### src/rtl/tri_bank_loader.sv
// rtl/tri_bank_loader.sv - double-buffered triangle-table loader for the scan stage
module tri_bank_loader #(
    parameter int DATA_W     = 216,
    parameter int ADDR_W     = 12,
    parameter int BANK_DEPTH = 2048,
    parameter int CNT_W      = 8
) (
    input  logic              clk,
    input  logic              reset,
    input  logic              s_valid,
    output logic              s_ready,
    input  logic [DATA_W-1:0] s_data,
    input  logic              s_last,
    input  logic              swap,
    output logic              wen,
    output logic [ADDR_W-1:0] waddr,
    output logic [DATA_W-1:0] wdata,
    output logic [ADDR_W-1:0] wsize,
    output logic              bank,
    output logic              pending,
    output logic              ovf,
    output logic [CNT_W-1:0]  commits
);

    typedef enum logic [1:0] {INIT, LOAD, PEND} state_t;

    localparam logic [ADDR_W-1:0] DEPTH = ADDR_W'(BANK_DEPTH);

    state_t            state;
    state_t            state_nxt;
    logic [ADDR_W-1:0] count;
    logic              accept;
    logic              do_write;
    logic              commit;
    logic              full;

    always_ff @(posedge clk or negedge reset) begin
        if (!reset) begin
            state <= INIT;
        end else begin
            state <= state_nxt;
        end
    end

    always_comb begin
        state_nxt = state;
        case (state)
            INIT:    state_nxt = LOAD;
            LOAD:    if (accept && s_last) state_nxt = PEND;
            PEND:    if (swap) state_nxt = LOAD;
            default: state_nxt = INIT;
        endcase
    end

    // swap only matters once the scene is sealed; earlier pulses are ignored
    always_comb begin
        full     = (count == DEPTH);
        accept   = s_valid && s_ready;
        do_write = accept && !full;
        commit   = (state == PEND) && swap;
        pending  = (state == PEND);
    end

    always_ff @(posedge clk or negedge reset) begin
        if (!reset) begin
            s_ready <= 1'b0;
            wen     <= 1'b0;
            waddr   <= '0;
            wdata   <= '0;
            wsize   <= '0;
            bank    <= 1'b0;
            ovf     <= 1'b0;
            commits <= '0;
            count   <= '0;
        end else begin
            s_ready <= (state_nxt == LOAD);
            wen     <= do_write;
            if (do_write) begin
                waddr <= {~bank, count[ADDR_W-2:0]};
                wdata <= s_data;
            end
            if (accept && full) begin
                ovf <= 1'b1;
            end
            // a commit can never coincide with a write: s_ready is low in PEND
            if (commit) begin
                bank    <= ~bank;
                wsize   <= count;
                count   <= '0;
                commits <= commits + CNT_W'(1);
            end else if (do_write) begin
                count <= count + ADDR_W'(1);
            end
        end
    end

endmodule
### config.mk
export PLATFORM = sky130hd
export DESIGN_NAME = tri_bank_loader
export DESIGN_NICKNAME = d
export VERILOG_FILES = /design/src/rtl/tri_bank_loader.sv
export SDC_FILE = /design/constraint.sdc
export NUM_CORES = 1
export LEC_CHECK = 0
export ABC_AREA = 1
export CORE_AREA = 2 2 184 186
export DETAILED_ROUTE_END_ITERATION = 16
export DIE_AREA = 0 0 186 188
export PLACE_DENSITY = 0.66
export SLEW_MARGIN = 20
export SYNTH_ARGS = -nofsm -noshare
export SYNTH_HDL_FRONTEND = slang
export SYNTH_SLANG_ARGS = --single-unit
export TNS_END_PERCENT = 10
### constraint.sdc
create_clock -name clk -period 1.6 [get_ports clk]
set_clock_uncertainty 0.05 [all_clocks]
set_input_delay 0.16 -clock clk [delete_from_list [all_inputs] [get_ports clk]]
set_output_delay 0.16 -clock clk [all_outputs]
set_load 0.01 [all_outputs]
==> out/qor.json, run 1 <==
{
  "run_status": {"value": "complete, but fails checks"},
  "failed_checks": {"value": "setup timing"},
  "path_cells": {"value": "inv_2 -> ha_4 -> nand3_4 -> nor2_4 -> buf_6 -> a21oi_4 -> buf_4 -> clkbuf_16 -> nand2_1 -> nand2_1"},
  "place_hpwl": {"value": 25.4, "unit": "mm"},
  "synthesis.instances": {"value": 1170},
  "netlist_top_cells_area": {"value": "sky130_fd_sc_hd__dfrtp_1 (64%), sky130_fd_sc_hd__nand2_1 (26%), sky130_fd_sc_hd__buf_2 (1.8%)"},
  "worstHoldPathType": {"value": "in2reg"},
  "pwr-share-clk": {"value": 27.9, "unit": "%"},
  "clock_sink_count": {"value": 266},
  "synth-edff-count": {"value": 0},
  "met2WireLength": {"value": 16.8, "unit": "mm"},
  "place_worst_setup_slack": {"value": -0.133, "unit": "ns"},
  "worst-endpoint-arrival": {"value": 2.19, "unit": "ns"},
  "grt_pass1_wl": {"value": 54.0, "unit": "mm"},
  "post_synth_instance_area": {"value": 0.0104, "unit": "mm²"},
  "number_of_global_route_vias_before_repair": {"value": 9670},
  "floorplan.die.width": {"value": 186, "unit": "µm"},
  "drt_first_pass_iters": {"value": 5},
  "synth_top_family_by_area": {"value": "simple AND/OR/NAND/NOR gates"},
  "p_switching": {"value": 7.64, "unit": "mW"},
  "vdd.ir_drop.worst": {"value": 723, "unit": "µV"},
  "all_layer_gr_usage": {"value": 19.4, "unit": "%"},
  "p_seq_share": {"value": 39.6, "unit": "%"},
  "floorplan.initialDensity": {"value": 31.3, "unit": "%"},
  "synth_adder_area_share": {"value": 0.363, "unit": "%"},
  "synth.ff_latch_count": {"value": 266},
  "relSlewSlack": {"value": 69.4, "unit": "%"},
  "whs": {"value": 0.0913, "unit": "ns"},
  "drt_first_iter_violations": {"value": 361},
  "critical_path.most_common_cell": {"value": "sky130_fd_sc_hd__nand2_1"},
  "routed-wl-met3": {"value": 3.16, "unit": "mm"},
  "worst_pin_slew": {"value": 0.460, "unit": "ns"},
  "core_area": {"value": 0.0331, "unit": "mm²"},
  "clk_latency": {"value": 0.55, "unit": "ns"},
  "worst_ep_required_time": {"value": 2.02, "unit": "ns"},
  "antenna_found_initial": {"value": 0},
  "postLayoutSetupSlackWorst": {"value": -0.162, "unit": "ns"},
  "path_class": {"value": "reg2reg"},
  "worstSetupStartpointType": {"value": "flop"},
  "drv_cap": {"value": 0},
  "cp_top_family": {"value": "buffers and inverters"},
  "rsz_0062_raised_after_global_routing": {"value": "true"},
  "io_buffers": {"value": 473},
  "die-height": {"value": 188, "unit": "µm"},
  "ys.warnings.count": {"value": 0},
  "power_report.internal_total": {"value": 15.8, "unit": "mW"},
  "cts_made_buffers": {"value": 29},
  "grt_start_max_net_pins": {"value": 52},
  "synth_mux_area_share": {"value": 0, "unit": "%"},
  "boundaryPins": {"value": 474},
  "crit_path_end_kind": {"value": "flop"},
  "syn_nets": {"value": 1394},
  "routed_via_count": {"value": 9619},
  "place_congestion": {"value": 0.825},
  "yosys.area.top_type": {"value": "sky130_fd_sc_hd__dfrtp_1"},
  "synth_largest_type_area_fraction": {"value": 64.3, "unit": "%"},
  "synthFlopType": {"value": "sky130_fd_sc_hd__dfrtp_1"},
  "fmax": {"value": 568, "unit": "MHz"},
  "layout-area-overhead-vs-synth": {"value": 66.6, "unit": "%"},
  "finish.net_count": {"value": 1933},
  "synth_commonest_cells": {"value": "sky130_fd_sc_hd__nand2_1 (729), sky130_fd_sc_hd__dfrtp_1 (266), sky130_fd_sc_hd__buf_2 (38)"},
  "yosys.cell_types.count": {"value": 17},
  "postSynthAreaPerCell": {"value": 8.85, "unit": "µm²"},
  "final_hold_viol_count": {"value": 0},
  "final_period_minus_worst_setup_slack": {"value": 1.76, "unit": "ns"},
  "slew_violations": {"value": 0},
  "grt_remaining_overflow": {"value": 0},
  "comb_power_share": {"value": 32.5, "unit": "%"},
  "crit_fanout": {"value": 14},
  "total_leakage_power": {"value": 9.16, "unit": "nW"},
  "drive_above_1_share": {"value": 9.95, "unit": "%"},
  "synth_compound_gate_area_share": {"value": 1.81, "unit": "%"},
  "routed_wirelength": {"value": 35.3, "unit": "mm"},
  "cts.clk_slew.worst_paths": {"value": 0.06, "unit": "ns"},
  "cts-root-buf": {"value": "sky130_fd_sc_hd__clkbuf_16"},
  "synthArstFlopShare": {"value": 100, "unit": "%"},
  "xor_and_xnor_area_share_after_synthesis": {"value": 0.677, "unit": "%"},
  "ctsLongestPathBuffers": {"value": 3},
  "antenna_violating_nets_post_route": {"value": 0},
  "route.top_layer_used": {"value": "met4"},
  "floorplan.die_area": {"value": 0.0350, "unit": "mm²"},
  "post_detailed_route_wirelength_per_cell": {"value": 16.2, "unit": "µm"},
  "cp_slowest_stage_delay": {"value": 0.37, "unit": "ns"},
  "drt-vias-per-instance": {"value": 4.42},
  "yosysMostFrequentCell": {"value": "sky130_fd_sc_hd__nand2_1"},
  "floorplan.rows": {"value": 67},
  "clock_tree.htree_level_count": {"value": 1},
  "swShare": {"value": 32.6, "unit": "%"},
  "ys_seq_area_share": {"value": 64.3, "unit": "%"},
  "critical_path_buf_inv_count": {"value": 4},
  "timing.final.setup_violations": {"value": 238},
  "post_synth_and_or_nand_nor_area_fraction": {"value": 28.7, "unit": "%"},
  "drc": {"value": 0},
  "critical_path.slowest_cell": {"value": "sky130_fd_sc_hd__dfrtp_1"},
  "wl_met1": {"value": 14.3, "unit": "mm"},
  "tritoncts": {"value": "yes"},
  "power.density": {"value": 1360, "unit": "mW/mm²"},
  "fin_crit_sh": {"value": 110, "unit": "%"}
}
## worst paths after layout
kind | slack (ns) | cells after the start | to | from
setup / recovery | -0.16 | 10 | wdata[0] | count[0]
hold / removal | 0.09 | 3 | wdata[115] | s_data[115]
setup reg to reg | -0.16 | 10 | wdata[0] | count[0]
hold reg to reg | 0.42 | 2 | wdata[212] | wdata[212]
max in group asynchronous | 0.70 | 3 | wdata[22] | reset
min in group asynchronous | 0.11 | 2 | wdata[119] | reset
## power groups by stage
stage,clock network [mW],registers [mW],logic (mW)
4_1_cts,6.73,9.30,7.56
3_3_place_gp,0,9.41,8.33
6_report,6.53,9.29,7.63
3_5_place_dp,0,9.44,8.42
2_1_floorplan,0,10.1,2.20
5_1_grt,7.01,9.50,8.35
## layout by cell type, fill, tap and decap left out, drive strengths merged
cell type,Yosys,final
nor2,15,15
clkdlybuf4s15,0,1
a21oi,1,1
nand2,729,729
o21bai,1,1
ha,3,3
inv,25,25
bufinv,0,1
clkinvlp,0,2
nand3,16,16
o21ai,35,35
dlygate4sd3,0,1
buf,49,86
nand4,13,13
clkdlybuf4s50,0,219
dfrtp,266,266
xor2,5,5
clkbuf,6,41
diode,0,1
clkinv,0,10
xnor2,3,3
nor3,3,3
dlygate4sd2,0,252
## routing by layer
layer  vias to the layer above  global-route usage, %
met5                         -                      0
met3                        66                   5.90
li1                       4664                      -
met2                       354                   32.1
met1                      4535                   24.6
met4                         0                   5.36
## worst reg2reg max path, delay by kind of cell (launching register included)
kind / cells / cell delay [ns]
buffers and inverters: 4 / 0.55
AND/OR/NAND/NOR: 4 / 0.29
AO/OA/AOI/OAI: 1 / 0.26
adder cells (fa/ha/maj): 1 / 0.16
flip-flops: 1 / 0.37
## registers in the layout (all words and copies together), names as in the netlist
name / count
wsize: 12
ovf: 1
bank: 1
commits: 8
wen: 1
wdata: 216
s_ready: 1
state: 2
waddr: 12
count: 12
## through the flow
stage | instance area, µm² | TNS, ns | cells | total power, mW | util [%]
after floorplan | 10400 | -2.60 | 1170 | 12.3 | -
after CTS | 17100 | -12.66 | 2170 | 23.6 | 51.5
after global placement | 16300 | -14.02 | 2110 | 17.7 | 49.1
after detailed placement | 16300 | -22.76 | 2110 | 17.9 | 49.1
after global routing | 17200 | -34.76 | 2176 | 24.9 | 52.1
final | 17200 | -21.13 | 2177 | 23.4 | 52.1
## area by class of cell
class	count	area, µm²
timing repair buffer	563	5610
sequential	266	6660
multi-input combinational	824	3400
fill	3121	15900
inverter	25	93.8
clock buffer	37	816
clock inverter	13	114
antenna	1	2.50
tap	448	561
## repair_timing
action,CTS,global route
hold buffers,1,0
resized for setup,285,26
hold endpoints to repair,266,0
setup endpoints to repair,491,239
pin swaps,2,9
buffers inserted,8,3
gates cloned,1,4
## logic make-up (layout without fill, tap and decap cells)
kind of cell	count (synthesis)	in the layout
flip-flops	266	266
adder cells (fa/ha/maj)	3	3
other	0	1
AO/OA/AOI/OAI	37	37
AND/OR/NAND/NOR	776	776
buffers and inverters	80	638
XOR/XNOR	8	8
No activity file was read; power rests on OpenSTA's default activity.
==> run 2: changes to the inputs <==
GPL_ROUTABILITY_DRIVEN = 0   (was not set)
==> results of run 2 <==
Same layout as run 1: the final DEF is identical, and so are final timing and power.
==> run 3: changes to the inputs <==
CTS_CLUSTER_SIZE = 40   (was not set)
==> run 3 against run 2 <==
Net effect: the run still ends with setup timing left; first-iteration DRC count up 3.9%; clock-buffer cell count unchanged; final cell count about the same; cell area down 0.49%; core utilization down 0.26 points; sequential power about the same; worst setup slack better by 0.0044 ns; combinational power down 0.8%; die area unchanged; critical path type unchanged; largest cell class unchanged.
==> out/qor.json, run 3 (synthesis results as in run 1) <==
{
  "grt_start_max_net_pins": {"value": 52},
  "floorplan.die_area": {"value": 0.0350, "unit": "mm²"},
  "most-common-layout-cells": {"value": "sky130_fd_sc_hd__nand2_1 (713), sky130_fd_sc_hd__dfrtp_1 (266), sky130_fd_sc_hd__dlygate4sd2_1 (252), sky130_fd_sc_hd__clkdlybuf4s50_1 (219), sky130_fd_sc_hd__buf_4 (49)"},
  "place_worst_setup_slack": {"value": -0.133, "unit": "ns"},
  "drv_cap": {"value": 0},
  "power.density": {"value": 1360, "unit": "mW/mm²"},
  "routed_via_count": {"value": 9580},
  "worstSetupStartpointType": {"value": "flop"},
  "antenna_violating_nets_post_route": {"value": 0},
  "fin_crit_sh": {"value": 110, "unit": "%"},
  "worstHoldPathType": {"value": "in2reg"},
  "cts.clk_slew.worst_paths": {"value": 0.06, "unit": "ns"},
  "core_area": {"value": 0.0331, "unit": "mm²"},
  "drt_first_iter_violations": {"value": 375},
  "layout-area-overhead-vs-synth": {"value": 65.8, "unit": "%"},
  "floorplan.initialDensity": {"value": 31.3, "unit": "%"},
  "wl_met1": {"value": 14.2, "unit": "mm"},
  "path_class": {"value": "reg2reg"},
  "clock_tree.htree_level_count": {"value": 1},
  "postLayoutSetupSlackWorst": {"value": -0.158, "unit": "ns"},
  "finish.net_count": {"value": 1931},
  "clock_sink_count": {"value": 266},
  "final_period_minus_worst_setup_slack": {"value": 1.76, "unit": "ns"},
  "antenna_found_initial": {"value": 0},
  "drt_first_pass_iters": {"value": 5},
  "layout.core_utilization": {"value": 51.8, "unit": "%"},
  "place_hpwl": {"value": 25.4, "unit": "mm"},
  "route.top_layer_used": {"value": "met4"},
  "timing.final.setup_violations": {"value": 235},
  "largest_register": {"value": "wdata"},
  "worst-endpoint-arrival": {"value": 2.18, "unit": "ns"},
  "routed-wl-met3": {"value": 3.20, "unit": "mm"},
  "whs": {"value": 0.0874, "unit": "ns"},
  "slew_violations": {"value": 0},
  "fmax": {"value": 569, "unit": "MHz"},
  "rsz_0062_raised_after_global_routing": {"value": "true"},
  "worst_ep_required_time": {"value": 2.02, "unit": "ns"},
  "pwr-share-clk": {"value": 28.0, "unit": "%"},
  "number_of_global_route_vias_before_repair": {"value": 9684},
  "die-height": {"value": 188, "unit": "µm"},
  "run_status": {"value": "complete, but fails checks"},
  "p_seq_share": {"value": 39.7, "unit": "%"},
  "comb_power_share": {"value": 32.3, "unit": "%"},
  "all_layer_gr_usage": {"value": 19.4, "unit": "%"},
  "drc": {"value": 0},
  "ctsLongestPathBuffers": {"value": 3},
  "grt_pass1_wl": {"value": 54.0, "unit": "mm"},
  "failed_checks": {"value": "setup timing"},
  "worst_pin_slew": {"value": 0.458, "unit": "ns"},
  "cts_made_buffers": {"value": 29},
  "vdd.ir_drop.worst": {"value": 710, "unit": "µV"},
  "layout_commonest_cell": {"value": "sky130_fd_sc_hd__nand2_1"},
  "drt-vias-per-instance": {"value": 4.40},
  "total_leakage_power": {"value": 9.12, "unit": "nW"},
  "io_buffers": {"value": 473},
  "met2WireLength": {"value": 16.9, "unit": "mm"},
  "clk_latency": {"value": 0.55, "unit": "ns"},
  "swShare": {"value": 32.6, "unit": "%"},
  "tritoncts": {"value": "yes"},
  "crit_path_end_kind": {"value": "flop"},
  "flip_flop_count_of_the_largest_register_all_copies_and_words_added": {"value": 216},
  "floorplan.die.width": {"value": 186, "unit": "µm"},
  "drive_above_1_share": {"value": 9.50, "unit": "%"},
  "final_hold_viol_count": {"value": 0},
  "floorplan.rows": {"value": 67},
  "relSlewSlack": {"value": 69.5, "unit": "%"},
  "nFillCells": {"value": 3138},
  "routed_wirelength": {"value": 35.2, "unit": "mm"},
  "boundaryPins": {"value": 474},
  "grt_remaining_overflow": {"value": 0},
  "post-place-cells": {"value": 2110},
  "cts-root-buf": {"value": "sky130_fd_sc_hd__clkbuf_16"},
  "post_detailed_route_wirelength_per_cell": {"value": 16.2, "unit": "µm"},
  "power_report.internal_total": {"value": 15.8, "unit": "mW"},
  "p_switching": {"value": 7.63, "unit": "mW"},
  "stdcell_count": {"value": 2175},
  "crit_fanout": {"value": 14}
}
run 3: cell types whose count changed in the layout (fill, tap and decap cells not counted), sizes merged:
cell,previous run,this run
buf,86,85
clkbuf,41,40
clkinv,10,8
inv,25,27
run 3: final timing paths:
path | from | end | slack, ns | depth (start not counted)
worst min register to register | wdata[212] | wdata[212] | 0.42 | 2
min in group asynchronous | reset | wdata[119] | 0.10 | 2
worst max register to register | count[0] | wdata[0] | -0.16 | 10
worst max-delay path | count[0] | wdata[0] | -0.16 | 10
worst min-delay path | s_data[115] | wdata[115] | 0.09 | 3
max in group asynchronous | reset | wdata[22] | 0.71 | 3
run 3: area by class of cell:
cell class | instances | area [µm²] | share of cell area (%)
flip-flops and latches | 266 | 6660 | 38.8
inverters | 25 | 93.8 | 0.547
clock inverters | 13 | 110 | 0.642
repair buffers | 561 | 5550 | 32.3
well taps | 448 | 561 | 3.27
diodes | 1 | 2.50 | 0.0146
multi-input cells | 824 | 3370 | 19.7
clock buffers | 37 | 816 | 4.75
run 3: per-stage QoR:
step	TNS (ns)	instance area (µm²)	total power [mW]
4_1_cts	-12.31	17000	23.6
3_5_place_dp	-22.76	16300	17.9
3_3_place_gp	-14.02	16300	17.7
5_1_grt	-34.59	17200	24.8
6_report	-20.61	17200	23.4
2_1_floorplan	-2.60	10400	12.3
run 3: what timing repair did:
item                                    4_1_cts  5_1_grt
gates cloned                                  1        3
gates resized for setup                     274       27
buffers inserted                              8        2
hold buffers                                  1        0
endpoints found under the setup margin      491      240
pin swaps                                     2        4
endpoints found under the hold margin       266        0
run 3: critical path, stage by stage, from the launching register on:
cell and delay (ns):
sky130_fd_sc_hd__dfrtp_1 0.37, sky130_fd_sc_hd__inv_2 0.06, sky130_fd_sc_hd__ha_4 0.16, sky130_fd_sc_hd__nand3_4 0.07, sky130_fd_sc_hd__nor2_4 0.05, sky130_fd_sc_hd__buf_6 0.11, sky130_fd_sc_hd__a21oi_4 0.26, sky130_fd_sc_hd__buf_4 0.20
sky130_fd_sc_hd__clkbuf_16 0.17, sky130_fd_sc_hd__nand2_1 0.10, sky130_fd_sc_hd__nand2_1 0.07
run 3: routing by layer:
metal	vias to the layer above	track usage, %
li1	4654	-
met2	337	32.1
met1	4527	24.6
met3	62	5.96
met5	-	0
met4	0	5.42
run 3: power groups by stage:
stage	registers, mW	logic [mW]	clock network (mW)
2_1_floorplan	10.1	2.20	0
3_3_place_gp	9.41	8.33	0
3_5_place_dp	9.44	8.42	0
4_1_cts	9.29	7.53	6.74
5_1_grt	9.50	8.28	7.02
6_report	9.29	7.57	6.54
